## src/rtl/coreaxi4dma_dscrptr_req_queue.sv

```systemverilog
// coreaxi4dma_dscrptr_req_queue: buffers descriptor-start events in a small FIFO and
// presents the head as a held request to one fixed-priority arbiter input.
`default_nettype none

module coreaxi4dma_dscrptr_req_queue #(
  parameter int NUM_INT_BDS_WIDTH = 2,
  parameter int FIFO_DEPTH_LOG2   = 2
) (
  input  logic                         clock,
  input  logic                         resetn,
  input  logic                         startValid,
  input  logic [NUM_INT_BDS_WIDTH-1:0] startDscrptrNum,
  input  logic                         startStr,
  input  logic                         grant,
  input  logic                         opDone,
  output logic                         req,
  output logic [NUM_INT_BDS_WIDTH-1:0] reqDscrptrNum,
  output logic                         reqStr,
  output logic                         busy,
  output logic [NUM_INT_BDS_WIDTH-1:0] actDscrptrNum,
  output logic                         actStr,
  output logic [FIFO_DEPTH_LOG2:0]     level,
  output logic                         empty,
  output logic                         full,
  output logic                         overflowErr
);

  localparam int DEPTH = 2 ** FIFO_DEPTH_LOG2;
  localparam int EW    = NUM_INT_BDS_WIDTH + 1;
  localparam int LW    = FIFO_DEPTH_LOG2 + 1;
  localparam logic [LW-1:0] LEVEL_FULL = LW'(DEPTH);

  localparam logic [1:0] S_IDLE   = 2'd0;
  localparam logic [1:0] S_REQ    = 2'd1;
  localparam logic [1:0] S_ACTIVE = 2'd2;

  logic [EW-1:0]                mem [DEPTH];
  logic [1:0]                   state_q, state_d;
  logic [FIFO_DEPTH_LOG2-1:0]   rd_ptr_q, rd_ptr_d;
  logic [FIFO_DEPTH_LOG2-1:0]   wr_ptr_q, wr_ptr_d;
  logic [LW-1:0]                level_q, level_d;
  logic                         empty_q, full_q;
  logic                         req_q, req_d;
  logic                         busy_q, busy_d;
  logic [NUM_INT_BDS_WIDTH-1:0] act_num_q, act_num_d;
  logic                         act_str_q, act_str_d;
  logic                         ovf_q, ovf_d;
  logic                         push, pop;
  logic [EW-1:0]                head;

  assign head = mem[rd_ptr_q];
  assign pop  = (state_q == S_REQ) && grant;
  // A full FIFO still accepts a push when the head leaves on the same edge.
  assign push = startValid && (!full_q || pop);

  always_comb begin
    rd_ptr_d  = rd_ptr_q;
    wr_ptr_d  = wr_ptr_q;
    level_d   = level_q;
    state_d   = state_q;
    act_num_d = act_num_q;
    act_str_d = act_str_q;
    ovf_d     = startValid && !push;

    if (push) wr_ptr_d = wr_ptr_q + FIFO_DEPTH_LOG2'(1);
    if (pop)  rd_ptr_d = rd_ptr_q + FIFO_DEPTH_LOG2'(1);

    unique case ({push, pop})
      2'b10:   level_d = level_q + LW'(1);
      2'b01:   level_d = level_q - LW'(1);
      default: level_d = level_q;
    endcase

    unique case (state_q)
      S_IDLE: begin
        if (!empty_q) state_d = S_REQ;
      end
      S_REQ: begin
        if (grant) begin
          state_d   = S_ACTIVE;
          act_num_d = head[NUM_INT_BDS_WIDTH-1:0];
          act_str_d = head[EW-1];
        end
      end
      S_ACTIVE: begin
        if (opDone) state_d = (level_d != '0) ? S_REQ : S_IDLE;
      end
      default: state_d = S_IDLE;
    endcase

    req_d  = (state_d == S_REQ);
    busy_d = (state_d == S_ACTIVE);
  end

  always_ff @(posedge clock) begin
    if (push) mem[wr_ptr_q] <= {startStr, startDscrptrNum};
  end

  always_ff @(posedge clock or negedge resetn) begin
    if (!resetn) begin
      state_q   <= S_IDLE;
      rd_ptr_q  <= '0;
      wr_ptr_q  <= '0;
      level_q   <= '0;
      empty_q   <= 1'b1;
      full_q    <= 1'b0;
      req_q     <= 1'b0;
      busy_q    <= 1'b0;
      act_num_q <= '0;
      act_str_q <= 1'b0;
      ovf_q     <= 1'b0;
    end else begin
      state_q   <= state_d;
      rd_ptr_q  <= rd_ptr_d;
      wr_ptr_q  <= wr_ptr_d;
      level_q   <= level_d;
      empty_q   <= (level_d == '0);
      full_q    <= (level_d == LEVEL_FULL);
      req_q     <= req_d;
      busy_q    <= busy_d;
      act_num_q <= act_num_d;
      act_str_q <= act_str_d;
      ovf_q     <= ovf_d;
    end
  end

  // Storage is not reset, so the head is masked while nothing is queued.
  assign reqDscrptrNum = empty_q ? '0 : head[NUM_INT_BDS_WIDTH-1:0];
  assign reqStr        = empty_q ? 1'b0 : head[EW-1];
  assign req           = req_q;
  assign busy          = busy_q;
  assign actDscrptrNum = act_num_q;
  assign actStr        = act_str_q;
  assign level         = level_q;
  assign empty         = empty_q;
  assign full          = full_q;
  assign overflowErr   = ovf_q;

endmodule

`default_nettype wire

```

## config.mk

```make
export PLATFORM = sky130hd
export DESIGN_NAME = coreaxi4dma_dscrptr_req_queue
export DESIGN_NICKNAME = d
export VERILOG_FILES = /design/src/rtl/coreaxi4dma_dscrptr_req_queue.sv
export SDC_FILE = /design/constraint.sdc
export NUM_CORES = 1
export LEC_CHECK = 0
export CORE_MARGIN = 5
export CORE_UTILIZATION = 35
export CTS_CLUSTER_DIAMETER = 40
export DETAILED_ROUTE_END_ITERATION = 12
export PLACE_DENSITY = 0.59
export REMOVE_ABC_BUFFERS = 1
export SYNTH_ARGS = -nofsm -noshare
export SYNTH_HDL_FRONTEND = slang
export SYNTH_SLANG_ARGS = --single-unit
```

## constraint.sdc

```tcl
create_clock -name clock -period 6.6 [get_ports clock]
set_clock_uncertainty 0.05 [all_clocks]
set_input_delay 1.32 -clock clock [delete_from_list [all_inputs] [get_ports clock]]
set_output_delay 1.32 -clock clock [all_outputs]
set_load 0.02 [all_outputs]
```

* Word-level counts from Yosys, hierarchy flattened
Memories as Yosys holds them, arrays and structs flattened. Index checks and enable logic that the tools add are counted.
Word-level totals: register bits 17, memory bits (writable) 12, input bits 8, output and inout port bits 14, logic and storage cells 43, memories kept 1
Memories:
- mem | words 4, bits a word 3, read ports 1, clocked after Yosys merged registers in 0, wr ports 1, RTL line 37 | logic [EW-1:0] mem [DEPTH];
Operators by class: add/sub/neg operators 4, equal/unequal tests 7, mux-type cells 10, reduce and logical (&&, ||, !) cells 10
Operator list (number):
- $mux W2 | 4
- $eq A2 B1 Y1 const B | 3
- $eq A2 B2 Y1 const B | 3
- $pmux W2 S3 | 1
- $pmux W3 S2 | 1
- $add A2 B1 Y2 const B | 2
- $mux W1 | 4
- $add A3 B1 Y3 const B | 1
- $eq A3 B3 Y1 const B | 1
- $logic_and A1 B1 Y1 | 3
- $logic_not A3 Y1 | 1
- $reduce_bool A3 Y1 | 1
- $sub A3 B1 Y3 const B | 1
- $logic_not A1 Y1 | 2
- $logic_not A2 Y1 | 1
- $reduce_and A2 Y1 | 1
- $logic_or A1 B1 Y1 | 1

* Logic depth before layout (Yosys ltp)
depth after elaboration 11, mapped depth 11, depth with buffers taken out 10

* Least setup slack after synthesis
OpenSTA, ideal clock, no wires.
kind input -> register, start point input port grant, end point register req_q (netlist: req), arrival 3.266 ns, required time 6.417 ns, slack 3.151 ns, cell stages on the path 11, path buffers 1, cell sequence nand2_1 -> or2_1 -> buf_6 -> a21boi_4 -> inv_1 -> ha_1 -> fa_1 -> xnor2_1 -> o21a_1 -> nor3_1 -> o31ai_1
Between the ends: longest elaborated chain between the ends 10
Ends and longest elaborated chain:
- from (decl) | RTL line 14 | input logic grant,
- $logic_and A1 B1 Y1 | RTL line 52 | assign pop = (state_q == S_REQ) && grant;
- $logic_or A1 B1 Y1 | RTL line 54 | assign push = startValid && (!full_q || pop);
- $logic_and A1 B1 Y1 | RTL line 54
- $eq A2 B1 Y1 / $eq A2 B2 Y1 (equally long branches) | RTL line 68 | unique case ({push, pop})
- $pmux W3 S2 | RTL line 68
- $reduce_bool A3 Y1 | RTL line 86 | if (opDone) state_d = (level_d != '0) ? S_REQ : S_IDLE;
- $mux W1 | RTL line 86
- $mux W2 | RTL line 86
- $pmux W2 S3 (*) | RTL line 74 | unique case (state_q)
- $eq A2 B1 Y1 (*) | RTL line 91 | req_d = (state_d == S_REQ);
- named net req_d | RTL line 43 | logic req_q, req_d;
- to (signal assigned) | RTL line 119 | req_q <= req_d;
- to (decl) | RTL line 43
The timed path passes the listed nets; every way through them passes the cells marked *. A chain may end at the register's enable or synchronous reset.

* Final worst setup path
start point input port grant, end point register state_q[0]
Between the ends: longest elaborated chain between the ends 9
Ends and longest elaborated chain:
- $logic_and A1 B1 Y1 | RTL line 52
- $logic_or A1 B1 Y1 | RTL line 54
- $logic_and A1 B1 Y1 | RTL line 54
- $eq A2 B1 Y1 / $eq A2 B2 Y1 (equally long branches) | RTL line 68
- $pmux W3 S2 | RTL line 68
- $reduce_bool A3 Y1 | RTL line 86
- $mux W1 | RTL line 86
- $mux W2 | RTL line 86
- $pmux W2 S3 (*) | RTL line 74
- named net state_d[0] | RTL line 38 | logic [1:0] state_q, state_d;
- to (signal assigned) | RTL line 113 | state_q <= state_d;
- to (decl) | RTL line 38
Marked as above.

==> impl_metrics.csv <==
group,metric,value,unit
synthesis,synth_area,1260,µm²
floorplanning,die-area,4900,µm²
detailed_routing,wirelength,2020,µm
placed_design,port_buffers,21,
timing,final-setup-viol-count,0,
setup_path,cp_max_fo,7,
detailed_routing,dr.first_iter.drc_count,28,
clock_network,path_clk_slew,0.10,ns
clock_network,hold_buffers,0,
setup_path,critPathLaunchType,"input port",
setup_path,cpMaxStageDelayCell,"clkdlybuf4s50_1",
layout,areaGrowthSynthToFinish,25.8,%
synthesis,synth_edf_count,12,
setup_path,cp_data_required_time,6.76,ns
setup_path,crit_chain,"clkdlybuf4s50_1 -> nand2_1 -> or2_1 -> a21boi_4 -> inv_1 -> ha_1 -> fa_1 -> xnor2_1 -> o21a_1 -> nor3_1 -> o31ai_1",
global_routing,grt_usage,9.38,%
clock_network,htree_levels,2,
synthesis,synth_cells,85,
detailed_routing,ant_nets,0,
clock_network,cts.repair.resized,0,
floorplanning,die_x,70,µm
floorplanning,core,3420,µm²
layout,layout_commonest_cell,"clkdlybuf4s50_1",
clock_network,clockRootBuffer,"clkbuf_4",
global_routing,overflow,0,
floorplanning,initial_core_util,36.9,%
clock_network,clock_latency,0.33,ns
setup_path,critPathBufInv,2,
synthesis,ys_ff_latch,29,
floorplanning,die_height,70,µm
status,status,"completed",
timing,relSlewSlack,50.3,%
timing,clock.fmax,260,MHz
clock_network,cts_buffer_depth,2,
timing,hold_slack,0.437,ns
worst_hold_path,hp-class,"register to register",
floorplanning,num_rows,21,
setup_path,path_delay_family,"simple AND/OR/NAND/NOR gates",
clock_network,cts.sink_count,29,
detailed_routing,wl_per_cell,12.8,µm
layout,fillers,308,
detailed_routing,num_vias,715,
detailed_routing,first_pass_iters,2,
clock_network,numCtsBuffers,5,
layout,n_antenna_cell,0,
setup_path,slowest_delay,0.48,ns
synthesis,ys_async_sr_fraction,58.6,%
floorplanning,ios,22,
job,max-cap-violations,0,
global_routing,grt_pass1_vias,734,
timing,finalSetupTns,0,ns
timing,drv_slew,0,
synthesis,synth-main-ff-cell,"dfrtp_1",
placed_design,gp_congestion,0.744,
setup_path,critPathKind,"input port to register",
layout,nets,125,
clock_network,cts_tree,"built",
layout,final_cell_mix,"21 x clkdlybuf4s50_1, 16 x dfrtp_1, 12 x edfxtp_1",
synthesis,yosys_warnings,0,
timing,period_share,58.3,%
synthesis,ys_seq_area_share,62.5,%
pwr,ir_drop,0.000188,V
global_routing,grt_max_degree,18,
setup_path,critical_path.startpoint,"grant",
pwr,p_per_area,479,nW/µm²
pwr,power_leakage,0.641,nW
clock_network,post-cts-setup-buffers,0,
setup_path,end_kind,"register",
setup_path,r2r-start,"state_q[0]$_DFF_PN0_",
detailed_routing,drc,0,
setup_path,worst_ep_arrival_time,4.00,ns
synthesis,synth.avg_cell_area,14.8,µm²
timing,hold_viol,0,
global_routing,grt_pass1_wl,3440,µm
layout,drive_gt1_share,16.1,%
worst_hold_path,min_from,"actDscrptrNum[0]$_DFFE_PN0P_",
timing,fin_crit,3.85,ns
timing,rsz0062_at_grt,"false",
detailed_routing,vias_per_cell,4.53,
global_routing,antenna_found_initial,0,
synthesis,synth_cell_types,26,
timing,tightest_slew,0.743,ns
placed_design,dpl.hpwl,1560,µm
cell usage after synthesis, drive strengths merged (2+ instances only):
library cell,instances,area share (%)
nand2,5,1.5
mux2,4,3.9
nor3,2,0.79
o31ai,2,1.2
inv,6,1.8
o21ai,3,1.2
or2,2,0.99
ha,5,5.0
a21oi,2,0.79
dfrtp,16,32
edfxtp,12,29
and2,7,3.5
xnor2,5,3.5
mux4,3,5.4
buf,2,1.8
worst reg2reg max path, cell delays in order, from the launching register on:
cell	delay, ns
dfrtp_1	0.40
nand2_1	0.06
or2_1	0.32
a21boi_4	0.28
inv_1	0.07
ha_1	0.23
fa_1	0.38
xnor2_1	0.15
o21a_1	0.20
nor3_1	0.37
o31ai_1	0.13
metrics by stage:
stage	power [mW]	utilization (%)	cell area (µm²)	instances	setup slack, ns
after global placement	0.627	44.1	1510	150	2.44
after detailed placement	0.634	44.1	1510	150	2.37
after CTS	0.771	46.4	1590	158	2.74
after global routing	0.816	46.4	1590	158	2.53
final	0.760	46.4	1590	158	2.75
after floorplan	0.509	-	1240	83	3.16
kinds of logic (layout without fill, tap and decap cells):
| kind of cell | after synthesis | in the layout | share of synthesized area, % |
|---|---|---|---|
| flops | 29 | 29 | 62.5 |
| compound gates | 10 | 10 | 6.06 |
| simple gates | 20 | 20 | 8.64 |
| xor+xnor | 5 | 5 | 3.48 |
| fa+ha+maj | 6 | 6 | 6.55 |
| buf+inv | 8 | 35 | 3.57 |
| mux | 7 | 7 | 9.23 |
final timing paths:
kind / end / slack, ns / cells past startpoint
worst max-delay path: state_q[0]$_DFF_PN0_ / 2.75 / 11
worst min-delay path: actDscrptrNum[0]$_DFFE_PN0P_ / 0.44 / 2
worst max register to register: state_q[0]$_DFF_PN0_ / 3.83 / 10
worst min register to register: actDscrptrNum[0]$_DFFE_PN0P_ / 0.44 / 2
max in group asynchronous: rd_ptr_q[1]$_DFFE_PN0P_ / 4.65 / 1
min in group asynchronous: rd_ptr_q[0]$_DFFE_PN0P_ / 1.38 / 1
per-layer routing:
metal	track usage (%)	vias up	routed length (µm)
li1	-	348	-
met1	10.5	344	878
met2	14.7	18	991
met3	4.02	5	103
met4	5.74	0	45
met5	0	-	0
power by group:
group          leakage, nW  total (mW)  internal [mW]  switching, mW
Sequential           0.315       0.299          0.253         0.0456
Clock               0.0437       0.135         0.0752         0.0593
Combinational        0.282       0.326          0.173          0.153
Total                0.641       0.760          0.501          0.258
layout make-up:
type,instances,area [µm²],area share [%]
timing repair buffer,21,210,13.3
clock buffer,8,80.1,5.05
inverter,6,22.5,1.42
multi-input combinational,48,428,27.0
tap,46,57.6,3.63
sequential,29,787,49.6
state kept, by name, summed over array words and instances, names as in the netlist, 2 cells and up:
| signal | cells |
|---|---|
| state_q | 2 |
| rd_ptr_q | 2 |
| wr_ptr_q | 2 |
| level | 3 |
| mem | 12 |
| actDscrptrNum | 2 |
Note: power is estimated with default switching activity, not from simulation.
